[config.mk]
export PLATFORM = sky130hd
export DESIGN_NAME = mac_stream_feeder_flat
export DESIGN_NICKNAME = d
export VERILOG_FILES = /design/src/rtl/mac_stream_feeder_if.sv /design/src/rtl/mac_stream_feeder.sv /design/src/flat_wrapper.sv
export SDC_FILE = /design/constraint.sdc
export NUM_CORES = 1
export LEC_CHECK = 0
export ABC_AREA = 1
export ABC_CLOCK_PERIOD_IN_PS = 1800
export BUFFER_PORTS_ARGS = -buffer_cell sky130_fd_sc_hd__buf_2
export CAP_MARGIN = 20
export CORE_MARGIN = 8
export CORE_UTILIZATION = 49
export CTS_BUF_LIST = sky130_fd_sc_hd__clkbuf_4
export CTS_CLUSTER_DIAMETER = 100
export CTS_CLUSTER_SIZE = 20
export DETAILED_ROUTE_END_ITERATION = 16
export MAX_ROUTING_LAYER = met4
export PLACE_DENSITY = 0.83
export SLEW_MARGIN = 20
export SYNTH_ARGS = -nofsm -noshare
export SYNTH_HDL_FRONTEND = slang
export SYNTH_SLANG_ARGS = --single-unit
[constraint.sdc]
create_clock -name clk -period 1.8 [get_ports clk]
set_input_delay 0 -clock clk [delete_from_list [all_inputs] [get_ports clk]]
set_output_delay 0 -clock clk [all_outputs]
set_load 0.005 [all_outputs]
[src/rtl/mac_stream_feeder_if.sv]
// -----------------------------------------------------------------------------
// mac_stream_feeder_if
// Bundle of every bus the feeder touches. The feeder uses the master modport:
// it drives the operand stream ready, the MAC controls and the result stream.
// The surrounding environment (operand buffer, MAC, result collector) uses the
// slave modport.
//   s_valid/s_ready/s_a/s_b/s_last   operand beat stream (signed operands)
//   mac_clear/mac_en/mac_a/mac_b     controls and operands to the MAC
//   mac_acc                          registered accumulator from the MAC
//   m_valid/m_ready/m_data/m_count/m_ovf  result stream
// -----------------------------------------------------------------------------
interface mac_stream_feeder_if #(
  parameter int DATA_W = 8,
  parameter int ACC_W  = 32,
  parameter int MAX_K  = 256
);
  localparam int CW = $clog2(MAX_K + 1);

  logic                     s_valid;
  logic                     s_ready;
  logic signed [DATA_W-1:0] s_a;
  logic signed [DATA_W-1:0] s_b;
  logic                     s_last;

  logic                     mac_clear;
  logic                     mac_en;
  logic signed [DATA_W-1:0] mac_a;
  logic signed [DATA_W-1:0] mac_b;
  logic        [ACC_W-1:0]  mac_acc;

  logic                     m_valid;
  logic                     m_ready;
  logic        [ACC_W-1:0]  m_data;
  logic        [CW-1:0]     m_count;
  logic                     m_ovf;

  modport master (
    input  s_valid, s_a, s_b, s_last, mac_acc, m_ready,
    output s_ready, mac_clear, mac_en, mac_a, mac_b,
           m_valid, m_data, m_count, m_ovf
  );

  modport slave (
    output s_valid, s_a, s_b, s_last, mac_acc, m_ready,
    input  s_ready, mac_clear, mac_en, mac_a, mac_b,
           m_valid, m_data, m_count, m_ovf
  );
endinterface

[src/rtl/mac_stream_feeder.sv]
// -----------------------------------------------------------------------------
// mac_stream_feeder
// Streaming front/back end for one accumulator MAC lane. Operand pairs arrive
// on a valid/ready stream terminated by a last flag; each accepted beat is
// forwarded to the MAC with mac_en. After the last beat the final accumulator
// is captured and offered on the result stream together with the beat count
// and an overflow flag (more than MAX_K beats in the vector).
//
// Ports:
//   clk  - clock, rising edge
//   rst  - asynchronous active-high reset (returns to CLEAR, drops result)
//   bus  - mac_stream_feeder_if.master (operand, MAC and result buses)
//
// Build option:
//   MAC_FEEDER_ZERO_SKIP_EN - when defined, accepted beats with a zero operand
//   are counted and honour s_last but do not pulse mac_en (the product is zero,
//   so the accumulator value is unaffected and the MAC stays idle).
// -----------------------------------------------------------------------------
module mac_stream_feeder #(
  parameter int DATA_W = 8,
  parameter int ACC_W  = 32,
  parameter int MAX_K  = 256
) (
  input  logic                 clk,
  input  logic                 rst,
  mac_stream_feeder_if.master  bus
);

  localparam int CW = $clog2(MAX_K + 1);
  localparam logic [CW-1:0] MAX_K_C = CW'(MAX_K);

  typedef enum logic [1:0] {
    ST_CLEAR   = 2'd0,
    ST_ACCUM   = 2'd1,
    ST_CAPTURE = 2'd2,
    ST_OUT     = 2'd3
  } state_t;

  state_t              state_r;
  state_t              state_next_s;
  logic [CW-1:0]       count_r;
  logic                ovf_r;
  logic [ACC_W-1:0]    m_data_r;
  logic [CW-1:0]       m_count_r;
  logic                m_ovf_r;

  logic                accept_s;
  logic                s_ready_s;
  logic                mac_clear_s;
  logic                mac_en_s;
  logic [DATA_W-1:0]   mac_a_s;
  logic [DATA_W-1:0]   mac_b_s;
  logic                load_result_s;

  // Decides whether an accepted beat has to be sent through the MAC.
  function automatic logic feed_mac(input logic [DATA_W-1:0] a,
                                    input logic [DATA_W-1:0] b);
`ifdef MAC_FEEDER_ZERO_SKIP_EN
    feed_mac = (a != {DATA_W{1'b0}}) && (b != {DATA_W{1'b0}});
`else
    feed_mac = 1'b1;
`endif
  endfunction

  // State register.
  always_ff @(posedge clk or posedge rst) begin
    if (rst) begin
      state_r <= ST_CLEAR;
    end else begin
      state_r <= state_next_s;
    end
  end

  // Next-state and MAC/stream control decode.
  always_comb begin
    state_next_s  = state_r;
    accept_s      = 1'b0;
    s_ready_s     = 1'b0;
    mac_clear_s   = 1'b0;
    mac_en_s      = 1'b0;
    mac_a_s       = {DATA_W{1'b0}};
    mac_b_s       = {DATA_W{1'b0}};
    load_result_s = 1'b0;
    case (state_r)
      ST_CLEAR: begin
        mac_clear_s  = 1'b1;
        state_next_s = ST_ACCUM;
      end
      ST_ACCUM: begin
        s_ready_s = 1'b1;
        if (bus.s_valid) begin
          // Operands only reach the MAC on an accepted beat; zero otherwise.
          accept_s = 1'b1;
          mac_a_s  = bus.s_a;
          mac_b_s  = bus.s_b;
          mac_en_s = feed_mac(bus.s_a, bus.s_b);
          if (bus.s_last) begin
            state_next_s = ST_CAPTURE;
          end else begin
            state_next_s = ST_ACCUM;
          end
        end else begin
          state_next_s = ST_ACCUM;
        end
      end
      ST_CAPTURE: begin
        // mac_acc is registered in the MAC, so it includes the last product now.
        load_result_s = 1'b1;
        state_next_s  = ST_OUT;
      end
      ST_OUT: begin
        if (bus.m_ready) begin
          state_next_s = ST_CLEAR;
        end else begin
          state_next_s = ST_OUT;
        end
      end
      default: begin
        state_next_s = ST_CLEAR;
      end
    endcase
  end

  // Beat counter (saturating at MAX_K) and sticky overflow flag.
  always_ff @(posedge clk or posedge rst) begin
    if (rst) begin
      count_r <= {CW{1'b0}};
      ovf_r   <= 1'b0;
    end else if (state_r == ST_CLEAR) begin
      count_r <= {CW{1'b0}};
      ovf_r   <= 1'b0;
    end else if (accept_s) begin
      if (count_r == MAX_K_C) begin
        ovf_r <= 1'b1;
      end else begin
        count_r <= count_r + {{(CW-1){1'b0}}, 1'b1};
      end
    end else begin
      count_r <= count_r;
    end
  end

  // Result holding registers, loaded once per vector in CAPTURE.
  always_ff @(posedge clk or posedge rst) begin
    if (rst) begin
      m_data_r  <= {ACC_W{1'b0}};
      m_count_r <= {CW{1'b0}};
      m_ovf_r   <= 1'b0;
    end else if (load_result_s) begin
      m_data_r  <= bus.mac_acc;
      m_count_r <= count_r;
      m_ovf_r   <= ovf_r;
    end else begin
      m_data_r  <= m_data_r;
      m_count_r <= m_count_r;
      m_ovf_r   <= m_ovf_r;
    end
  end

  assign bus.s_ready   = s_ready_s;
  assign bus.mac_clear = mac_clear_s;
  assign bus.mac_en    = mac_en_s;
  assign bus.mac_a     = mac_a_s;
  assign bus.mac_b     = mac_b_s;
  // Decoded straight from the state register so reset drops it asynchronously.
  assign bus.m_valid   = (state_r == ST_OUT);
  assign bus.m_data    = m_data_r;
  assign bus.m_count   = m_count_r;
  assign bus.m_ovf     = m_ovf_r;

endmodule

[src/flat_wrapper.sv]
// flat-port wrapper written by rule: the top's interface ports become plain ports
module mac_stream_feeder_flat 
#(
  parameter int DATA_W = 8,
  parameter int ACC_W  = 32,
  parameter int MAX_K  = 256
)
  (clk, rst, bus_s_valid, bus_s_a, bus_s_b, bus_s_last, bus_mac_acc, bus_m_ready, bus_s_ready, bus_mac_clear, bus_mac_en, bus_mac_a, bus_mac_b, bus_m_valid, bus_m_data, bus_m_count, bus_m_ovf);
  mac_stream_feeder_if #(.DATA_W(DATA_W), .ACC_W(ACC_W), .MAX_K(MAX_K)) bus_i ();
  input  logic clk;
  input  logic rst;
  input wire logic [$bits(bus_i.s_valid)-1:0] bus_s_valid;
  input wire logic [$bits(bus_i.s_a)-1:0] bus_s_a;
  input wire logic [$bits(bus_i.s_b)-1:0] bus_s_b;
  input wire logic [$bits(bus_i.s_last)-1:0] bus_s_last;
  input wire logic [$bits(bus_i.mac_acc)-1:0] bus_mac_acc;
  input wire logic [$bits(bus_i.m_ready)-1:0] bus_m_ready;
  output wire logic [$bits(bus_i.s_ready)-1:0] bus_s_ready;
  output wire logic [$bits(bus_i.mac_clear)-1:0] bus_mac_clear;
  output wire logic [$bits(bus_i.mac_en)-1:0] bus_mac_en;
  output wire logic [$bits(bus_i.mac_a)-1:0] bus_mac_a;
  output wire logic [$bits(bus_i.mac_b)-1:0] bus_mac_b;
  output wire logic [$bits(bus_i.m_valid)-1:0] bus_m_valid;
  output wire logic [$bits(bus_i.m_data)-1:0] bus_m_data;
  output wire logic [$bits(bus_i.m_count)-1:0] bus_m_count;
  output wire logic [$bits(bus_i.m_ovf)-1:0] bus_m_ovf;
  assign bus_i.s_valid = bus_s_valid;
  assign bus_i.s_a = bus_s_a;
  assign bus_i.s_b = bus_s_b;
  assign bus_i.s_last = bus_s_last;
  assign bus_i.mac_acc = bus_mac_acc;
  assign bus_i.m_ready = bus_m_ready;
  assign bus_s_ready = bus_i.s_ready;
  assign bus_mac_clear = bus_i.mac_clear;
  assign bus_mac_en = bus_i.mac_en;
  assign bus_mac_a = bus_i.mac_a;
  assign bus_mac_b = bus_i.mac_b;
  assign bus_m_valid = bus_i.m_valid;
  assign bus_m_data = bus_i.m_data;
  assign bus_m_count = bus_i.m_count;
  assign bus_m_ovf = bus_i.m_ovf;
  mac_stream_feeder #(.DATA_W(DATA_W), .ACC_W(ACC_W), .MAX_K(MAX_K)) u_core (.clk(clk), .rst(rst), .bus(bus_i));
endmodule
# Yosys cells after proc, flatten, opt, wreduce, memory -nomap -nowiden
# Index checks and enable logic that the tools add are counted.
[word_totals] inputBits=53 wordCells=36 output_inout_bits=62 reg_bits=54
[classes] n_mux=19 n_eq_ne=5 reduce_logical=5 add_sub_neg=1
[ops] operator="8-bit two-way mux" count=4
[ops] operator="9-bit two-way mux" count=3
[ops] operator="9-bit by 1-bit adder with 9-bit output (second input constant)" count=1
[ops] operator="9-bit equality test (second input constant)" count=1
[ops] operator="1-bit two-way mux" count=8
[ops] operator="2-bit case mux with 4 select lines" count=1
[ops] operator="2-bit two-way mux" count=3
[ops] operator="2-bit equality test (second input constant)" count=2
[ops] operator="2-bit AND reduction" count=2
[ops] operator="2-bit nonzero test" count=2
[ops] operator="2-bit by 1-bit equality test with 1-bit output (second input constant)" count=1
[ops] operator="2-bit zero test" count=1
[ops] operator="2-bit by 1-bit inequality test with 1-bit output (second input constant)" count=1

# Longest topological paths before layout
# Gate-level depths: netlist (run 1).
[logic_depth] ltp_word=4 mapped_depth=9 mapped_depth_nobuf=9

# Worst setup path before layout (run 1)
# Ideal clock, no wire load.
[synth_path] kind="reg2reg" startpoint="reg u_core.count_r[0]" endpoint="reg u_core.count_r[5]" n_path_buf=0 setup_time_ns=0.117 synth_period_minus_slack_ns=1.181 path_stages_with_launch=10 arrival_ns=1.063 setup_slack_ns=0.619 t_required_ns=1.683 path_cell_list="dfrtp_1 -> inv_1 -> ha_1 -> nand2_1 -> inv_1 -> nand2_1 -> nor2_2 -> nor2_4 -> nand3_1 -> nand2_1"
[synth_via] elab_chain_cells=4 word_cells_on_any_way=7 classes_between="1 x add/sub; 2 x eq/ne; 3 x mux; 1 x reduce/logical"
[synth_lines] item="from (decl)" line_no="mac_stream_feeder.sv:41" rtl="logic [CW-1:0] count_r;"
[synth_lines] item="from (signal assigned)" line_no="mac_stream_feeder.sv:127" rtl="count_r <= {CW{1'b0}};"
[synth_lines] item="from (signal assigned)" line_no="mac_stream_feeder.sv:130" rtl="count_r <= {CW{1'b0}};"
[synth_lines] item="from (signal assigned)" line_no="mac_stream_feeder.sv:136" rtl="count_r <= count_r + {{(CW-1){1'b0}}, 1'b1};"
[synth_lines] item="9-bit by 1-bit adder with 9-bit output" line_no="mac_stream_feeder.sv:136"
[synth_lines] item="9-bit two-way mux" line_no="mac_stream_feeder.sv:133" rtl="if (count_r == MAX_K_C) begin"
[synth_lines] item="9-bit two-way mux" line_no="mac_stream_feeder.sv:132" rtl="end else if (accept_s) begin"
[synth_lines] item="9-bit two-way mux" line_no="mac_stream_feeder.sv:129" rtl="end else if (state_r == ST_CLEAR) begin"
# Several ways; a longest one is shown, not always the timed one. The select of a mux whose other input is x is not followed.
# A chain may end at the register's enable or synchronous reset.

# Worst setup path after layout (run 1)
[layout_path] startpoint="reg u_core.state_r[0]" endpoint="reg u_core.state_r[0]"
[layout_via] elab_chain_cells=2 word_cells_on_any_way=5 classes_between="3 x eq/ne; 1 x mux; 1 x reduce/logical"
[layout_lines] item="from (decl)" line_no="mac_stream_feeder.sv:39" rtl="state_t state_r;"
[layout_lines] item="from (signal assigned)" line_no="mac_stream_feeder.sv:70" rtl="state_r <= state_next_s;"
[layout_lines] item="2-bit equality test (tied with other cells)" line_no="mac_stream_feeder.sv:84" rtl="case (state_r)"
[layout_lines] item="2-bit case mux with 4 select lines (*)" line_no="mac_stream_feeder.sv:84"
[layout_lines] item="via u_core.state_next_s[0]" line_no="mac_stream_feeder.sv:40" rtl="state_t state_next_s;"
# Mark *: on every way through the listed nets, which the timed path passes. The rest lies on a longest branch.

==> results of run 1 <==
timing repair:
action	CTS	global route
endpoints found under the setup margin	0	1
hold buffers	36	0
buffers inserted	0	2
endpoints found under the hold margin	59	0
layout make-up:
class	instances	area, sq um
clock buffers	5	37.5
multi-input cells	148	1000
fillers	332	1440
inverters	38	144
clock inverters	3	20.0
repair buffers	155	993
well taps	70	87.6
flip-flops and latches	54	1350
logic make-up (layout without fill, tap and decap cells):
family | Yosys count | in the layout | share of synthesized area
DFF | 54 | 54 | 0.528
xor gates and xnor gates | 1 | 1 | 0.00343
muxes | 32 | 32 | 0.183
adders and majority gates | 2 | 2 | 0.00978
buffers and inverters | 46 | 201 | 0.0788
and+or+nand+nor | 99 | 99 | 0.167
AOI/OAI and AO/OA | 14 | 14 | 0.0294
sequential cells by signal, indices dropped and copies added (netlist names):
| signal | count |
|---|---|
| u_core.bus.m_count | 9 |
| u_core.state_r | 2 |
| u_core.ovf_r | 1 |
| u_core.bus.m_ovf | 1 |
| u_core.count_r | 9 |
| u_core.bus.m_data | 32 |
tightest hold or removal path, cell delays in order:
cell	delay, ns
buf_2	0.10
nand2_4	0.06
clkinv_2	0.08
nand2_1	0.06
o211ai_1	0.07
power by group through the flow:
stage / sequential [uW] / clock (uW) / combinational [uW]
2_1_floorplan: 1980 / 0 / 1190
3_3_place_gp: 1940 / 0 / 1960
3_5_place_dp: 1980 / 0 / 1980
4_1_cts: 1950 / 553 / 2080
5_1_grt: 2050 / 623 / 2320
6_report: 2020 / 556 / 2160
per-stage QoR:
step	std cells	total power (uW)	setup slack, ns	utilization	hold WS [ns]
floorplan	248	3170	0.485	-	0.0707
global placement	427	3890	0.518	0.632	0.0842
detailed placement	427	3960	0.470	0.632	0.0897
CTS	471	4580	0.106	0.714	0.141
global route	473	4990	0.132	0.717	0.0202
finish	473	4740	0.200	0.717	0.0191
synth_stat cells (all sizes together):
| cell type | number | area [sq um] |
|---|---|---|
| a21oi | 1 | 5.00 |
| a22oi | 1 | 7.51 |
| buf | 7 | 53.8 |
| clkbuf | 1 | 3.75 |
| clkinv | 1 | 5.00 |
| dfrtp | 54 | 1350 |
| ha | 2 | 25.0 |
| inv | 37 | 139 |
| mux2 | 32 | 469 |
| nand2 | 53 | 211 |
| nand3 | 18 | 90.1 |
| nand4 | 1 | 6.26 |
| nor2 | 27 | 119 |
| o211ai | 1 | 7.51 |
| o21ai | 11 | 55.1 |
| xor2 | 1 | 8.76 |
worst paths after layout:
| check | to | slack (ns) | cells after the start |
|---|---|---|---|
| hold / removal | u_core.state_r[1]$_DFF_PP0_ | 0.02 | 5 |
| hold reg to reg | u_core.bus.m_count[2]$_DFFE_PP0N_ | 0.50 | 2 |
| max in group asynchronous | u_core.state_r[0]$_DFF_PP0_ | 1.01 | 4 |
| setup / recovery | u_core.state_r[0]$_DFF_PP0_ | 0.20 | 6 |
| min in group asynchronous | u_core.bus.m_data[29]$_DFFE_PP0N_ | 0.21 | 3 |
| setup reg to reg | u_core.state_r[0]$_DFF_PP0_ | 0.20 | 6 |
per-layer routing:
layer	up-vias	part of all wire
li1	1085	-
met1	1146	0.39
met5	-	0
met2	123	0.49
met4	0	0.026
met3	23	0.095
==> metrics.txt, run 1 <==
run status complete, no violations; Sw Ratio 0.362; Hold Fails Final Rpt 0; CP max stage cell dlygate4sd3_1; crit share post-route 0.889; total gr overflow 0; n_diodes 0; crit-path leading delay family buffers and inverters; Seq pwr share 0.426; max cap viols 0; IO Port Bufs 114; TritonCTS Buffers 5; net load switching power around 1700 uW; GR Util met1 0.253; unrepaired setup endpoints after global routing false; vias roughly 2400; die area approximately 7800 sq um; met3 usage 0.0659; layout cell share with drive strength beyond 1 0.419; f_max approximately 630 MHz; DRC Markers 0; largest net degree at the start of global routing 44; hpwl dp between 4000 and 5000 microns; Pwr per Cell Area between 1000 and 1500 nW/um^2; Ports ~120; # H-tree levels 2; CTS sink count 54; synthesized area roughly 2600 sq um; Mapped Cells 248; CTS resizes 0; dpl cell area approximately 3200 sq um; CP Max Fanout 6; number of global-route vias before repair around 2400; worst skew pair latency approximately 0.4 ns; max_slew headroom 0.598; Vias/cell ~5.0; Setup CP Type reg2reg; Int Pwr about 3000 uW; Synth cell types 23; Leak Pwr between 0.002 and 0.0025 uW; clk slew on worst S/H paths ~0.14 ns; DRT Wirelength approximately 8400 microns; worst path bufs/invs 3; busiest grt layer met2; Tmin final 1.60 ns; Final Net Count 457; hold path start bus_s_valid; actual slew at the worst max-slew pin 0.603 ns; wire length per cell 17.7 microns; skew final 0.0137 ns; syn avg cell area around 10 sq um; commonest non-fill, non-tap cell in the layout buf_2; Clk pwr share 0.117; die width 88.2 microns; Detailed Route Iter0 Violations around 160; synth warn 0; CP required around 2.1 ns; Combinational Power Share 0.456; initial antenna violation count 0; CTS tree built; final instance area approximately 3600 sq um; register area share after synthesis 0.528; Area growth syn-to-layout 42.3%; Worst Setup End Kind register; Critical Path AT between 1.5 and 2 ns; Root Driver clkbuf_4; flip-flop and latch count after synthesis 54; Row Count 26; critical path cell sequence inv_2 -> nor2_2 -> nand2_4 -> clkinv_2 -> a22oi_1 -> dlygate4sd3_1; Hold Crit Class in2reg; Final Max Tran Viols 0; met2 usage 0.361; CTS max path bufs 2; GP Congestion 0.830; total track usage 0.222; first-pass GRT wire length approximately 13000 microns; most frequent cells in the layout 114 x buf_2, 54 x dfrtp_1, 50 x nand2_1, 36 x dlygate4sd3_1, 35 x inv_1; critical path's largest stage delay ~0.59 ns; RR Startpoint u_core.state_r[0]$_DFF_PP0_; CP Launch Type register; drt first pass iters 4; setup TNS 0 ns; crit path from u_core.state_r[0]$_DFF_PP0_; remaining antenna violation count after routing 0; Final Setup Violations 0; maximum VDD drop approximately 570 uV; CORE AREA approximately 5000 sq um; die height between 80 and 90 microns; Mapped Nets 303; Initial Util 0.504
(Power assumes the default switching activity.)
==> run 2, diff against run 1 <==
--- a/config.mk
+++ b/config.mk
@@ -5,18 +5,19 @@
 export SDC_FILE = /design/constraint.sdc
 export NUM_CORES = 1
 export LEC_CHECK = 0
-export ABC_AREA = 1
+export ABC_AREA = 0
 export ABC_CLOCK_PERIOD_IN_PS = 1800
 export BUFFER_PORTS_ARGS = -buffer_cell sky130_fd_sc_hd__buf_2
 export CAP_MARGIN = 20
 export CORE_MARGIN = 8
-export CORE_UTILIZATION = 49
+export CORE_UTILIZATION = 47
 export CTS_BUF_LIST = sky130_fd_sc_hd__clkbuf_4
 export CTS_CLUSTER_DIAMETER = 100
 export CTS_CLUSTER_SIZE = 20
 export DETAILED_ROUTE_END_ITERATION = 16
+export GPL_TIMING_DRIVEN = 0
 export MAX_ROUTING_LAYER = met4
-export PLACE_DENSITY = 0.83
+export PLACE_DENSITY = 0.82
 export SLEW_MARGIN = 20
 export SYNTH_ARGS = -nofsm -noshare
 export SYNTH_HDL_FRONTEND = slang
==> run 2 against run 1 <==
Effect of this change:
- maximum frequency fell by 17%
- the run now ends with negative setup slack left
- setup slack got worse by 0.33 ns
- routed wire length fell by 24%
- non-clock buffer count rose by 12
- area after synthesis fell by 9.8%
- combinational power fell by 9.7%
- largest cell class unchanged
- critical path type unchanged
- critical path depth fell by 2
- sequential cell count did not move
- sequential power fell by 3%
==> metrics.txt, run 2 <==
run status complete, but fails checks; failing checks negative setup slack; Final Max Tran Viols 0 (unchanged); DP Worst Slack -0.187 ns (-0.657 ns); Setup CP Type reg2reg; CTS max path bufs 2 (unchanged); Area growth syn-to-layout 52.9%; synthesized area 2310 sq um (-9.8%); # H-tree levels 2 (unchanged); clk slew on worst S/H paths 0.14 ns (about the same); die width 86.1 microns (-2.5%); share of Yosys cell area claimed by the top area cell type 0.586 (+0.0573); Synth Flop Type dfrtp_1; Tmin final 1.93 ns (+0.330 ns); Worst Setup End Kind register; Synth cell types 30 (+30%); Post-synth ARST share 1.00 (unchanged); Row Count 25 (-3.8%); top-count cell post-synth dfrtp_1; terminus of the critical flop-to-flop path u_core.count_r[8]$_DFFE_PP0P_; CP Launch Type register; Initial Util 0.488 (-0.0155); CP Max Fanout 4 (-2); flip-flop and latch count after synthesis 54 (unchanged); Final Net Count 398 (-13%); total power draw 4570 uW (-3.4%); vias 2036 (-14%); hpwl dp 4290 microns (-11%); Pwr per Cell Area 1300 nW/um^2 (-0.39%); DRC Markers 0 (unchanged); die area 7410 sq um (-4.9%); Mapped Nets 234 (-23%); Seq pwr share 0.425 (about the same); layout cell share with drive strength beyond 1 0.538 (+0.118); Leak Pwr 0.00183 uW (-11%); Critical Path AT 2.20 ns (+0.27 ns); Root Driver clkbuf_4; Detailed Route Iter0 Violations 47 (-71%); register area share after synthesis 0.586 (+0.0573); commonest non-fill, non-tap cell in the layout buf_2; CTS tree built; maximum VDD drop 609 uV (+6.3%); Filler Cells Inserted 319 (-3.9%); Hold Crit Class in2async; die height 86.1 microns (-2.5%); synth top area cells dfrtp_1 59%, mux2_2 20%, and2_1 4.6%, nand2_1 1.6%, clkbuf_1 1.3%; total gr overflow 0 (unchanged); area leader, netlist dfrtp_1; area occupied by multi-input gates 935 sq um (-7.0%); Combinational Power Share 0.427 (-0.029); R2R Setup Slk -0.13 ns (-0.33 ns); RR Startpoint u_core.count_r[3]$_DFFE_PP0P_; Vias/cell 4.95 (-1.4%); max cap viols 0 (unchanged); DRT Wirelength 6340 microns (-24%); CORE AREA 4720 sq um (-6.9%); Mapped Cells 179 (-28%); Sw Ratio 0.320 (-0.0423); Min Hold Slack 0.184 ns (+0.165 ns); f_max 518 MHz (-17%); IO Port Bufs 114 (unchanged); total track usage 0.180 (-0.0423); Final Setup Violations 5 (+5); GP Congestion 0.851 (+2.5%); initial antenna violation count 0 (unchanged); Hold Fails Final Rpt 0 (unchanged); unrepaired setup endpoints after global routing true; n_diodes 0 (unchanged); worst skew pair latency 0.36 ns (-0.04 ns); R2R depth 4 (-2); drt first pass iters 4 (unchanged); syn avg cell area 12.9 sq um (+25%); TritonCTS Buffers 5 (unchanged); Post-synth EDFFs 0 (unchanged); skew final 0.00557 ns (-0.00811 ns); CTS sink count 54 (unchanged); actual slew at the worst max-slew pin 0.478 ns (-0.124 ns); crit share post-route 1.07 (+0.184); first-pass GRT wire length 10400 microns (-19%); Storage cell area 1350 sq um (+0.19%); wire length per cell 15.4 microns (-13%); synth warn 0 (unchanged); Ports 115 (unchanged); Int Pwr 3110 uW (+3.0%); top cells by count, synth 54 x dfrtp_1, 40 x mux2_2, 17 x and2_1; remaining antenna violation count after routing 0 (unchanged); Final WS setup -0.130 ns (-0.330 ns); net load switching power 1460 uW (-15%); Worst Setup EP u_core.count_r[8]$_DFFE_PP0P_; Clk pwr share 0.148 (+0.031); largest net degree at the start of global routing 34 (-23%); most frequent cells in the layout 116 x buf_2, 52 x dfrtp_1, 40 x mux2_2, 37 x dlygate4sd3_1, 17 x and2_1; crit path from u_core.count_r[3]$_DFFE_PP0P_; max reg flops 32 (unchanged); number of global-route vias before repair 2231 (-8.8%); max_slew headroom 0.681 (+0.0828); CP required 2.07 ns (-0.06 ns)
run 2: cell count changes in the layout (fill, tap and decap cells not counted), moves of 4 or more:
cell / delta
nand2_1: -40
nor2_2: -4
inv_1: -32
mux2_2: +37
o21ai_0: -8
clkbuf_2: +4
mux2_4: -29
nor2_1: -18
nand3_1: -16
and2_1: +17
run 2: cell families after synthesis:
logic type,synth area share
flip-flops,0.586
AND/OR/NAND/NOR,0.124
multiplexers,0.200
AO/OA/AOI/OAI,0.0493
buffers and inverters,0.0228
XOR/XNOR,0.00759
adder cells (fa/ha/maj),0.0108
run 2: routing by layer:
layer  global-route usage  wire length, microns  vias up
met2                0.302                  3170       91
li1                     -                     -      959
met1                0.207                  2660      979
met4               0.0748                   100        0
met5                    -                     0        -
met3               0.0315                   408        7
run 2: cell type report:
cell class                      instances  share of cell area
Clock inverter                          1             0.00851
Clock buffer                            7              0.0149
Inverter                                4             0.00426
Timing Repair Buffer                  159               0.289
Tap cell                               67              0.0238
Buffer                                  8              0.0106
Sequential cell                        54               0.384
Multi-Input combinational cell        111               0.265
run 2: repair_timing:
item,in CTS,in global routing
buffers inserted,6,1
hold buffers,37,0
endpoints found under the setup margin,60,54
gates resized for setup,10,6
hold endpoints to repair,55,0
pin swaps,5,1
run 2: power groups by stage:
| stage | Combinational (uW) | Clock [uW] | Sequential (uW) |
|---|---|---|---|
| 3_3_place_gp | 1650 | 0 | 1940 |
| 2_1_floorplan | 900 | 0 | 1990 |
| 3_5_place_dp | 1710 | 0 | 1970 |
| 6_report | 1950 | 677 | 1950 |
| 5_1_grt | 2130 | 745 | 2000 |
| 4_1_cts | 1900 | 696 | 1920 |
run 2: worst max-delay path: stages (launching register included):
cell and delay, ns:
dfrtp_2 0.43, or4_4 0.55, o41a_1 0.45, and3_1 0.19, a211o_1 0.22
run 2: how the worst min path moves through the flow:
stage               depth (start not counted)  slack (ns)   startpoint                           endpoint
global placement                            2        0.21  bus_m_ready        u_core.state_r[1]$_DFF_PP0_
CTS                                         3        0.19          rst   u_core.bus.m_data[2]$_DFFE_PP0N_
global route                                3        0.22          rst   u_core.bus.m_data[0]$_DFFE_PP0N_
floorplan                                   1        0.11  bus_m_ready        u_core.state_r[1]$_DFF_PP0_
detailed placement                          2        0.04          rst  u_core.bus.m_count[1]$_DFFE_PP0N_
finish                                      3        0.18          rst  u_core.bus.m_count[2]$_DFFE_PP0N_
run 2: metrics by stage:
stage,TNS [ns],cells,instance area (sq um),util
6_report,-0.363,411,3530,0.747
5_1_grt,-0.757,411,3530,0.747
4_1_cts,-0.274,411,3500,0.741
3_5_place_dp,-2.49,361,2980,0.631
3_3_place_gp,-8.60,360,2960,0.627
2_1_floorplan,-0.0850,179,2310,-
==> run 3, diff against run 2 <==
--- a/config.mk
+++ b/config.mk
@@ -12,12 +12,12 @@
 export CORE_MARGIN = 8
 export CORE_UTILIZATION = 47
 export CTS_BUF_LIST = sky130_fd_sc_hd__clkbuf_4
-export CTS_CLUSTER_DIAMETER = 100
 export CTS_CLUSTER_SIZE = 20
 export DETAILED_ROUTE_END_ITERATION = 16
 export GPL_TIMING_DRIVEN = 0
 export MAX_ROUTING_LAYER = met4
 export PLACE_DENSITY = 0.82
+export REMOVE_ABC_BUFFERS = 1
 export SLEW_MARGIN = 20
 export SYNTH_ARGS = -nofsm -noshare
 export SYNTH_HDL_FRONTEND = slang
==> run 3 against run 2 <==
Effect of this change:
- the run still ends with negative setup slack left
- final cell count decreased by 1.5%
- clock power increased by 16%
- power rose by 0.60%
- critical path depth did not move
- setup slack improved by 0.063 ns
- via count decreased by 5.3%
- first-iteration DRC count grew 15%
- utilization increased by 0.16 points
- cell area increased by 0.21%
- highest routed layer unchanged
==> metrics.txt, run 3 (synthesized netlist as in run 2, its figures left out) <==
GP Congestion 0.836 (-1.7%); unrepaired setup endpoints after global routing true; CP Launch Type register; Setup CP Type reg2reg; crit share post-route 1.04 (-0.0349); R2R depth 4 (unchanged); run status complete, but fails checks; RR Startpoint u_core.count_r[2]$_DFFE_PP0P_; # H-tree levels 2 (unchanged); failing checks negative setup slack; total gr overflow 0 (unchanged); max_slew headroom 0.586 (-0.0943); Worst Setup EP u_core.count_r[8]$_DFFE_PP0P_; Critical Path AT 2.13 ns (-0.07 ns); Final Setup Violations 4 (-1); initial antenna violation count 0 (unchanged); crit path from u_core.count_r[2]$_DFFE_PP0P_; CP Max Fanout 4 (unchanged); die width 86.1 microns (unchanged); Detailed Route Iter0 Violations 54 (+15%); wire length per cell 14.6 microns (-5.6%); Final Net Count 392 (-1.5%); Worst Setup End Kind register; number of global-route vias before repair 1950 (-13%); maximum VDD drop 841 uV (+38%); Root Driver clkbuf_4; CORE AREA 4720 sq um (unchanged); TritonCTS Buffers 5 (unchanged); max reg flops 32 (unchanged); Final Util 0.749 (+0.00159); IO Port Bufs 114 (unchanged); max cap viols 0 (unchanged); actual slew at the worst max-slew pin 0.620 ns (+0.141 ns); Leak Pwr 0.00184 uW (+0.30%); DRC Markers 0 (unchanged); CP required 2.06 ns (about the same); worst skew pair latency 0.36 ns (about the same); die height 86.1 microns (unchanged); most frequent cells in the layout 114 x buf_2, 52 x dfrtp_1, 40 x mux2_2, 37 x dlygate4sd3_1, 17 x and2_1; CTS max path bufs 2 (unchanged); Tmin final 1.87 ns (-0.0628 ns); R2R Setup Slk -0.07 ns (+0.06 ns); commonest non-fill, non-tap cell in the layout buf_2; Final Max Tran Viols 0 (unchanged); total track usage 0.168 (-0.0118); Initial Util 0.488 (unchanged); vias 1928 (-5.3%); hpwl dp 3990 microns (-7.0%); first-pass GRT wire length 9640 microns (-7.4%); CTS tree built; Pwr per Cell Area 1300 nW/um^2 (+0.39%); Hold Fails Final Rpt 0 (unchanged); DRT Wirelength 5890 microns (-7.0%); Area growth syn-to-layout 53.3%; Ports 115 (unchanged); total power draw 4600 uW (+0.60%); Storage cell area 1350 sq um (unchanged); largest net degree at the start of global routing 31 (-8.8%); clk slew on worst S/H paths 0.14 ns (about the same); n_diodes 0 (unchanged); remaining antenna violation count after routing 0 (unchanged); drt first pass iters 4 (unchanged); hold path depth 4; Vias/cell 4.76 (-3.9%); layout cell share with drive strength beyond 1 0.536 (-0.00229); Hold Crit Class in2reg; CTS sink count 54 (unchanged); terminus of the critical flop-to-flop path u_core.count_r[8]$_DFFE_PP0P_; f_max 535 MHz (+3.4%); Final WS setup -0.0677 ns (+0.0628 ns); Filler Cells Inserted 312 (-2.2%); area occupied by multi-input gates 933 sq um (-0.13%); Row Count 25 (unchanged); skew final 0.00618 ns (+0.000616 ns); die area 7410 sq um (unchanged)
## run 3: cell types whose count changed in the layout (fill, tap and decap cells not counted), moves of 2 or more
cell,delta
buf_2,-2
buf_4,+3
buf_6,-2
clkbuf_1,-2
clkbuf_2,-4
clkbuf_4,-2
## run 3: power by group
part / internal, uW / switching, uW / total, uW
Sequential: 1670 / 251 / 1930
Clock: 428 / 359 / 787
Combinational: 1100 / 788 / 1890
## run 3: worst max-delay path, cell delays in order, from the launching register on
cell and delay [ns]:
dfrtp_2 0.43, or4_4 0.56, o41a_1 0.38, and3_1 0.19, a211o_1 0.22
## run 3: what timing repair did
action,CTS,global route
hold buffers,37,0
hold endpoints to repair,63,0
pin swaps,4,3
resized for setup,2,6
setup buffers,3,5
endpoints found under the setup margin,20,21
## run 3: cell type report
class,count,area share
sequential,54,0.383
timing repair buffer,161,0.297
multi-input combinational,111,0.264
tap,67,0.0237
clock inverter,3,0.0180
clock buffer,5,0.0106
inverter,4,0.00425
## run 3: per-stage QoR
stage | setup WS [ns] | setup TNS, ns | hold WS (ns) | cell area (sq um) | cells
global placement | -0.687 | -35.11 | 0.206 | 2920 | 350
floorplan | -0.231 | -9.35 | 0.108 | 2270 | 169
CTS | -0.123 | -0.271 | 0.254 | 3470 | 400
finish | -0.0677 | -0.111 | 0.209 | 3540 | 405
global route | -0.120 | -0.388 | 0.198 | 3540 | 405
detailed placement | -0.199 | -0.587 | 0.124 | 2970 | 352
## run 3: worst min-delay path by stage
stage,from,end
floorplan,bus_m_ready,u_core.state_r[1]$_DFF_PP0_
global placement,bus_m_ready,u_core.state_r[1]$_DFF_PP0_
detailed placement,rst,u_core.bus.m_data[3]$_DFFE_PP0N_
CTS,rst,u_core.bus.m_data[27]$_DFFE_PP0N_
global route,bus_s_valid,u_core.count_r[0]$_DFFE_PP0P_
finish,bus_s_valid,u_core.count_r[0]$_DFFE_PP0P_
## run 3: layer usage
metal,routed length [microns],vias to the layer above,GRT usage
met1,2360,927,0.181
li1,-,943,-
met5,0,-,-
met4,51,0,0.0430
met2,3140,53,0.295
met3,341,5,0.0487
